### src/rtl/multdiv_pkg.sv
// Shared state and opcode encodings for the iterative multiply/divide unit.
package multdiv_pkg;

    typedef enum logic [1:0] {IDLE, CALC, FIX, DONE} multdiv_state_t;
    typedef enum logic {OP_MUL, OP_DIV} multdiv_op_t;

endpackage

### src/rtl/muldiv_step.sv
// One combinational iteration: shift-add multiply or restoring shift-subtract divide on a {hi,lo} pair.
module muldiv_step
    import multdiv_pkg::*;
#(
    parameter int WIDTH = 32
) (
    input  multdiv_op_t      op,
    input  logic [WIDTH-1:0] part_hi,
    input  logic [WIDTH-1:0] part_lo,
    input  logic [WIDTH-1:0] operand,
    output logic [WIDTH-1:0] next_hi,
    output logic [WIDTH-1:0] next_lo
);

    logic [WIDTH:0] mul_sum;
    logic [WIDTH:0] div_shift;
    logic [WIDTH:0] div_diff;
    logic           div_ge;
    logic           unused_diff_msb;

    always_comb begin
        mul_sum   = {1'b0, part_hi} + (part_lo[0] ? {1'b0, operand} : '0);
        div_shift = {part_hi, part_lo[WIDTH-1]};
        div_diff  = div_shift - {1'b0, operand};
        div_ge    = (div_shift >= {1'b0, operand});

        if (op == OP_MUL) begin
            // The adder carry becomes the new top bit as the pair shifts right.
            next_hi = mul_sum[WIDTH:1];
            next_lo = {mul_sum[0], part_lo[WIDTH-1:1]};
        end else begin
            next_hi = div_ge ? div_diff[WIDTH-1:0] : div_shift[WIDTH-1:0];
            next_lo = {part_lo[WIDTH-2:0], div_ge};
        end
    end

    // The remainder always stays below the divisor, so the difference never needs its top bit.
    assign unused_diff_msb = div_diff[WIDTH];

endmodule

### src/rtl/mult_div_unit.sv
// Iterative multiply/divide with HI/LO result registers and start/busy/done handshake; WIDTH+2 cycle latency.
// Define MULTDIV_SIGNED_EN to honour sgn (magnitude capture plus sign correction in FIX).
module mult_div_unit
    import multdiv_pkg::*;
#(
    parameter int WIDTH = 32
) (
    input  logic             clock,
    input  logic             reset,
    input  logic             start,
    input  logic             op,
    input  logic             sgn,
    input  logic [WIDTH-1:0] a,
    input  logic [WIDTH-1:0] b,
    output logic             busy,
    output logic             done,
    output logic             div_zero,
    output logic [WIDTH-1:0] hi,
    output logic [WIDTH-1:0] lo
);

    localparam int CNT_W = $clog2(WIDTH + 1);

    multdiv_state_t   state, state_nxt;
    multdiv_op_t      op_q;
    logic [CNT_W-1:0] cnt;
    logic [WIDTH-1:0] w_hi, w_lo, w_opd;
    logic [WIDTH-1:0] step_hi, step_lo;
    logic [WIDTH-1:0] mag_a, mag_b;
    logic [WIDTH-1:0] fix_hi, fix_lo;
    logic             accept, zero_div;

    assign accept   = start && ((state == IDLE) || (state == DONE));
    assign zero_div = accept && op && (b == '0);
    assign busy     = (state == CALC) || (state == FIX);
    assign done     = (state == DONE);

`ifdef MULTDIV_SIGNED_EN
    logic neg_a, neg_b;
    logic neg_q, neg_rem_q;
    logic [2*WIDTH-1:0] fix_prod;

    assign neg_a = sgn & a[WIDTH-1];
    assign neg_b = sgn & b[WIDTH-1];
    assign mag_a = neg_a ? -a : a;
    assign mag_b = neg_b ? -b : b;

    always_ff @(posedge clock or posedge reset) begin
        if (reset) begin
            neg_q     <= 1'b0;
            neg_rem_q <= 1'b0;
        end else if (accept && !zero_div) begin
            neg_q     <= neg_a ^ neg_b;
            neg_rem_q <= neg_a;
        end
    end

    // The product is negated as one 2W value so the borrow crosses from lo into hi.
    always_comb begin
        fix_prod = {w_hi, w_lo};
        fix_hi   = w_hi;
        fix_lo   = w_lo;
        if (op_q == OP_MUL) begin
            if (neg_q) begin
                fix_prod = -{w_hi, w_lo};
            end
            fix_hi = fix_prod[2*WIDTH-1:WIDTH];
            fix_lo = fix_prod[WIDTH-1:0];
        end else begin
            fix_lo = neg_q ? -w_lo : w_lo;
            fix_hi = neg_rem_q ? -w_hi : w_hi;
        end
    end
`else
    logic unused_sgn;

    assign unused_sgn = sgn;
    assign mag_a      = a;
    assign mag_b      = b;
    assign fix_hi     = w_hi;
    assign fix_lo     = w_lo;
`endif

    muldiv_step #(.WIDTH(WIDTH)) u_step (
        .op      (op_q),
        .part_hi (w_hi),
        .part_lo (w_lo),
        .operand (w_opd),
        .next_hi (step_hi),
        .next_lo (step_lo)
    );

    always_ff @(posedge clock or posedge reset) begin
        if (reset) begin
            state <= IDLE;
        end else begin
            state <= state_nxt;
        end
    end

    always_comb begin
        state_nxt = state;
        case (state)
            IDLE, DONE: begin
                if (accept) begin
                    state_nxt = zero_div ? DONE : CALC;
                end else begin
                    state_nxt = IDLE;
                end
            end
            CALC: begin
                if (cnt == CNT_W'(1)) begin
                    state_nxt = FIX;
                end
            end
            FIX:     state_nxt = DONE;
            default: state_nxt = IDLE;
        endcase
    end

    // Working registers: both ops start from {0, a} with b as the per-step operand.
    always_ff @(posedge clock or posedge reset) begin
        if (reset) begin
            op_q  <= OP_MUL;
            cnt   <= '0;
            w_hi  <= '0;
            w_lo  <= '0;
            w_opd <= '0;
        end else if (accept && !zero_div) begin
            op_q  <= op ? OP_DIV : OP_MUL;
            cnt   <= CNT_W'(WIDTH);
            w_hi  <= '0;
            w_lo  <= mag_a;
            w_opd <= mag_b;
        end else if (state == CALC) begin
            w_hi <= step_hi;
            w_lo <= step_lo;
            cnt  <= cnt - 1'b1;
        end
    end

    always_ff @(posedge clock or posedge reset) begin
        if (reset) begin
            hi       <= '0;
            lo       <= '0;
            div_zero <= 1'b0;
        end else if (zero_div) begin
            hi       <= a;
            lo       <= '1;
            div_zero <= 1'b1;
        end else if (state == FIX) begin
            hi       <= fix_hi;
            lo       <= fix_lo;
            div_zero <= 1'b0;
        end
    end

endmodule

### config.mk
export PLATFORM = sky130hd
export DESIGN_NAME = mult_div_unit
export DESIGN_NICKNAME = d
export VERILOG_FILES = /design/src/rtl/multdiv_pkg.sv /design/src/rtl/muldiv_step.sv /design/src/rtl/mult_div_unit.sv
export SDC_FILE = /design/constraint.sdc
export NUM_CORES = 1
export LEC_CHECK = 0
export ABC_AREA = 1
export BUFFER_PORTS_ARGS = -buffer_cell sky130_fd_sc_hd__buf_2
export CORE_MARGIN = 3
export CORE_UTILIZATION = 45
export DETAILED_ROUTE_END_ITERATION = 12
export HOLD_SLACK_MARGIN = 0.06
export PLACE_DENSITY = 0.71
export SYNTH_ARGS = -nofsm -noshare
export SYNTH_HDL_FRONTEND = slang
export SYNTH_SLANG_ARGS = --single-unit
### constraint.sdc
create_clock -name clock -period 5.9 [get_ports clock]
set_clock_uncertainty 0.1 [all_clocks]
set_input_delay 0.59 -clock clock [delete_from_list [all_inputs] [get_ports clock]]
set_output_delay 0.59 -clock clock [all_outputs]
set_load 0.05 [all_outputs]
Yosys cells after proc, flatten, opt, wreduce, memory -nomap -nowiden

Index checks and enable logic that the tools add are counted.

Bits in registers: 170
Input port bits: 69
Output and inout port bits: 67
Logic and storage cells: 51

Add/subtract/negate cells: 3
$lt $le $gt $ge: 1
Equality and inequality tests: 5
Muxes and demuxes: 21
Reduce and logical (&&, ||, !) cells: 12

Operators with widths:

| operator              | count |
|---|---|
| $mux W32              | 12 |
| $add A32 B32 Y33      | 1 |
| $ge A33 B32 Y1        | 1 |
| $logic_not A32 Y1     | 1 |
| $sub A32 B32 Y32      | 1 |
| $mux W6               | 2 |
| $eq A6 B1 Y1 const B  | 1 |
| $mux W2               | 3 |
| $pmux W2 S3           | 1 |
| $sub A6 B1 Y6 const B | 1 |
| $eq A2 B2 Y1 const B  | 2 |
| $logic_and A1 B1 Y1   | 4 |
| $reduce_bool A2 Y1    | 2 |
| $mux W1               | 3 |
| $eq A2 B1 Y1 const B  | 1 |
| $logic_not A2 Y1      | 1 |
| $logic_or A1 B1 Y1    | 2 |
| $ne A2 B2 Y1 const B  | 1 |
| $reduce_or A2 Y1      | 1 |
| $logic_not A1 Y1      | 1 |

Logic depth before layout (Yosys ltp)

Word-level depth: 8
Gate-level depth with buffers: 19
Mapped depth without buffers: 17

Cells and area by module

From an unflattened synthesis, not the netlist that was laid out.

Cell total of the unflattened synthesis: 2,183
Area total of the unflattened synthesis: 13,725.7 sq um

By module, submodules not included:

| module        | times used | cells an instance | area each (sq um) | seq. area each (sq um) |
|---|---|---|---|---|
| mult_div_unit | 1          | 955               | 7,736.2           | 4,254.1 |
| muldiv_step   | 1          | 1,228             | 5,989.5           | 0.0 |

Least setup slack after synthesis

OpenSTA, ideal clock, no wires.

Path kind: reg2reg
From: reg w_lo[0], in the netlist fix_lo[0]
To: reg w_hi[27], in the netlist fix_hi[27]
Library setup time: 117 ps
Arrival time: 2,500 ps
Required time: 5,683 ps
Setup slack: 3,183 ps
Cell stages (with the launch flop): 18
Buffers on the path: 2
Clock period less this slack: 2,717 ps
Cells stage by stage: dfrtp_1 -> clkbuf_1 -> clkbuf_1 -> nand2_1 -> inv_1 -> ha_1 -> inv_1 -> fa_1 -> o21ai_0 -> nand2_1 -> nand2_1 -> nand2_1 -> nand2_1 -> nand2_1 -> nand3_1 -> nand3_1 -> nand3_1 -> nand2_1

Cells in the longest elaborated chain, start to end: 5

RTL lines:

| element                  | line                 | text |
|---|---|---|
| start: declaration       | mult_div_unit.sv:27  | `logic [WIDTH-1:0] w_hi, w_lo, w_opd;` |
| start signal: assignment | mult_div_unit.sv:133 | `w_lo <= mag_a;` |
| start signal: assignment | mult_div_unit.sv:137 | `w_lo <= step_lo;` |
| $mux W32                 | muldiv_step.sv:22    | `mul_sum = {1'b0, part_hi} + (part_lo[0] ? {1'b0, operand} : '0);` |
| $add A32 B32 Y33         | muldiv_step.sv:22    |  |
| $mux W32                 | muldiv_step.sv:27    | `if (op == OP_MUL) begin` |
| $mux W32                 | mult_div_unit.sv:135 | `end else if (state == CALC) begin` |
| $mux W32                 | mult_div_unit.sv:129 | `end else if (accept && !zero_div) begin` |
| end signal: assignment   | mult_div_unit.sv:136 | `w_hi <= step_hi;` |
| end: declaration         | mult_div_unit.sv:27  |  |

No other way between the ends. The select of a mux whose other input is x is not followed.
A chain may end at the register's enable or synchronous reset.

Worst setup path after layout

From: in b[19]
To: reg w_hi[14], in the netlist fix_hi[14]

Cells in the longest elaborated chain, start to end: 5
Elaborated cells between the ends (all ways): 6
Classes of those cells: mux (1); reduce/logical (5)

RTL lines:

| element                                               | line                 | text |
|---|---|---|
| start: declaration                                    | mult_div_unit.sv:14  | `input logic [WIDTH-1:0] b,` |
| $logic_not A32 Y1 (*)                                 | mult_div_unit.sv:34  | `assign zero_div = accept && op && (b == '0);` |
| $logic_and A1 B1 Y1 (*)                               | mult_div_unit.sv:34  |  |
| $logic_not A1 Y1 (*)                                  | mult_div_unit.sv:129 |  |
| $logic_and A1 B1 Y1 (*)                               | mult_div_unit.sv:129 |  |
| $mux W32 / $reduce_bool A2 Y1 (equally long branches) | --                   |  |

Mark *: on every way between the ends. The rest lies on a longest branch, timed or not.

==> results_dict.tcl <==
set metrics [dict create \
    nFillCells 3000 \
    yosysSeqAreaShare_pct 31.8 \
    crit_chain "buf_2, inv_1, nand4_1, nor2_1, nand2_1, nor2_2, nand3_4, nand2_4, nand2_4, inv_2, nand2_1, nand3b_1, nand2_1" \
    power_density_mw_per_mm2 561 \
    area_growth_pct 11.2 \
    cts_buffers 17 \
    arrival_ns 3.98 \
    slew_headroom_pct 21.8 \
    synth_edf_count 0 \
    drc 0 \
    status "completed" \
    crit_start "b[19]" \
    r2r_end "fix_hi[14]" \
    hold_viol 0 \
    clockBufferDepth 2 \
    clk_latency_ns 0.45 \
    cp.required_ns 6.18 \
    wl_per_cell_microns 17.3 \
    num_io_pins 136 \
    irDropWorstVdd_mv 0.561 \
    syn-mean-instance-area_sq_um 6.49 \
    cts_tree "done" \
    highest_layer "met4" \
    met1_length_mm 19.7 \
    vias 13800 \
    num_antenna_cells 0 \
    globalRoute.totalOverflow 0 \
    die_x_microns 178 \
    synth.area.top_cells "dfrtp_1 (32%), nand2_1 (18%), inv_1 (10%)" \
    synth_nets 2197 \
    core-area_sq_mm 0.0290 \
    hold_buffers 0 \
    post-route-util_pct 51.2 \
    final.setup.tns_ns 0 \
    avgViaCountPerCell 5.42 \
    track_usage_pct 27.9 \
    final_area_sq_mm 0.0149 \
    post_cts_resized 0 \
    worstMarginPinSlew_ns 1.16 \
    cp_max_fo 51 \
    setup_viol 0 \
    drv_cap 0 \
    cts_max_level 4 \
    rrSetupSlack_ns 2.31 \
    rows 62 \
    synthCells 2057 \
    holdCritPathClass "input port to asynchronous set/reset pin" \
    hpwlAfterDp_mm 33.6 \
    ys_types 44 \
    timing.rr.start "state[0]" \
    crit_path_end_kind "flip-flop" \
    timing.final.crit_share_pct 62.6 \
    post_cts_buffers 0 \
    fin_crit_ns 3.69 \
    clock-sinks 170 \
    yosys.area.top_type "dfrtp_1" \
    cts_root_buf "clkbuf_16" \
    synth-seq-cells 170 \
    cp_slowest_cell "inv_2" \
    antenna_left 0 \
    p_leak_nw 8.25 \
    rsz0062_at_grt "false" \
    grt_max_degree 98 \
    fin_nets 2284 \
    critPathMaxStageDelay_ns 0.72 \
    wl_met3_mm 2.53 \
    synth_warnings 0 \
    placed_area_sq_mm 0.0142 \
    path_common_cell "nand2_1" \
    grt_pass1_vias 12900 \
    die_y_microns 178 \
    reg2reg_depth 11 \
    antenna_found_initial 0 \
    slew_viol_final 0 \
    dr.pass1.iters 6 \
    place_congestion 0.973 \
    die_area_sq_mm 0.0318 \
    syn_area_sq_mm 0.0134 \
    cp-start-kind "input port" \
    critical_path_class "input port to flip-flop" \
    synthArstFlopShare_pct 100 \
    drive_above_1_share_pct 9.36 \
    start_util_pct 46.0 \
    routed_wl_mm 43.9 \
    synth_ff_type "dfrtp_1" \
    clk_pin_slew_ns 0.07 \
    fmax_mhz 271 \
    synth_top_area_share_pct 31.8 \
    met2RoutedLength_mm 20.6 \
    drt_iter0_drc 1381 \
    grt_pass1_wl_mm 69.7 \
    io_buffers 134 \
]
-- flip-flops by register name (all words and copies together), names as in the netlist --
name / flops
fix_hi: 32
fix_lo: 32
hi: 32
lo: 32
w_opd: 32
cnt: 6
state: 2
div_zero: 1
op_q: 1
-- worst max path at each step --
stage	to	slack, ns	depth (start not counted)
floorplan	cnt[0]	0.61	1
global placement	fix_hi[14]	1.84	13
detailed placement	fix_hi[14]	1.82	13
CTS	fix_hi[14]	2.27	13
finish	fix_hi[14]	2.21	13
global route	fix_hi[14]	1.91	13
-- final cells by class --
type / instances / area (sq um) / share of cell area [%]
timing repair buffer: 142 / 731 / 4.92
tap: 384 / 480 / 3.23
multi-input combinational: 1434 / 7350 / 49.5
sequential: 170 / 4260 / 28.6
clock buffer: 20 / 457 / 3.07
clock inverter: 12 / 153 / 1.03
inverter: 379 / 1430 / 9.63
-- power breakdown --
| group | switching, mW | internal (mW) |
|---|---|---|
| registers | 0.401 | 1.63 |
| logic | 3.62 | 1.51 |
| clock network | 0.525 | 0.661 |
-- per-layer routing --
| metal | GRT usage [%] | up-vias |
|---|---|---|
| met5 | 0 | - |
| li1 | - | 6767 |
| met2 | 45.9 | 449 |
| met1 | 38.4 | 6490 |
| met4 | 8.08 | 0 |
| met3 | 3.85 | 70 |
-- cells in the final DEF, fill, tap and decap left out, types with 4 or more instances in the layout --
cell type	count
xor2_1	9
clkinv_4	4
ha_1	68
o221ai_1	31
nand3_1	221
a21oi_1	72
o21ai_0	108
inv_6	5
buf_2	134
nor2_2	4
dfrtp_1	169
and2_1	5
nand2_1	639
o211ai_1	50
inv_2	5
buf_4	8
clkbuf_16	17
o21bai_1	6
nor2_1	104
o21ai_1	7
nand4_1	34
nand3b_1	13
xnor2_1	13
nor3_1	18
inv_1	372
-- synthesized netlist by cell type, drive strengths merged (3+ instances only) --
library cell / number
nand2: 646
nand3: 223
clkbuf: 39
o21bai: 6
o211ai: 50
o21ai: 115
nor2: 111
nor4: 3
o221ai: 31
and2: 5
xnor2: 13
nand3b: 13
nor3: 18
or2: 3
inv: 379
dfrtp: 170
xor2: 9
ha: 69
a21oi: 73
nand4: 34
buf: 35
-- cell families (layout without fill, tap and decap cells) --
| group | after synthesis | in the layout | share of synthesized area [%] |
|---|---|---|---|
| xor+xnor | 22 | 22 | 1.44 |
| buf+inv | 453 | 553 | 13.2 |
| compound gates | 285 | 285 | 12.8 |
| simple gates | 1056 | 1056 | 34.0 |
| flops | 170 | 170 | 31.8 |
| fa+ha+maj | 71 | 71 | 6.76 |
-- critical path, delay by kind of cell --
kind                   cells  cell delay, ns
AND/OR/NAND/NOR           10            2.38
buffers and inverters      3            0.93
-- metrics by stage --
step	hold slack [ns]	worst slack [ns]	cells	power, mW
floorplan	0.374	0.607	2057	5.81
global placement	0.359	1.84	2509	7.02
detailed placement	0.363	1.82	2509	7.10
CTS	0.213	2.27	2541	8.32
global route	0.240	1.91	2541	9.02
finish	0.173	2.21	2541	8.34
(Power assumes the default switching activity.)
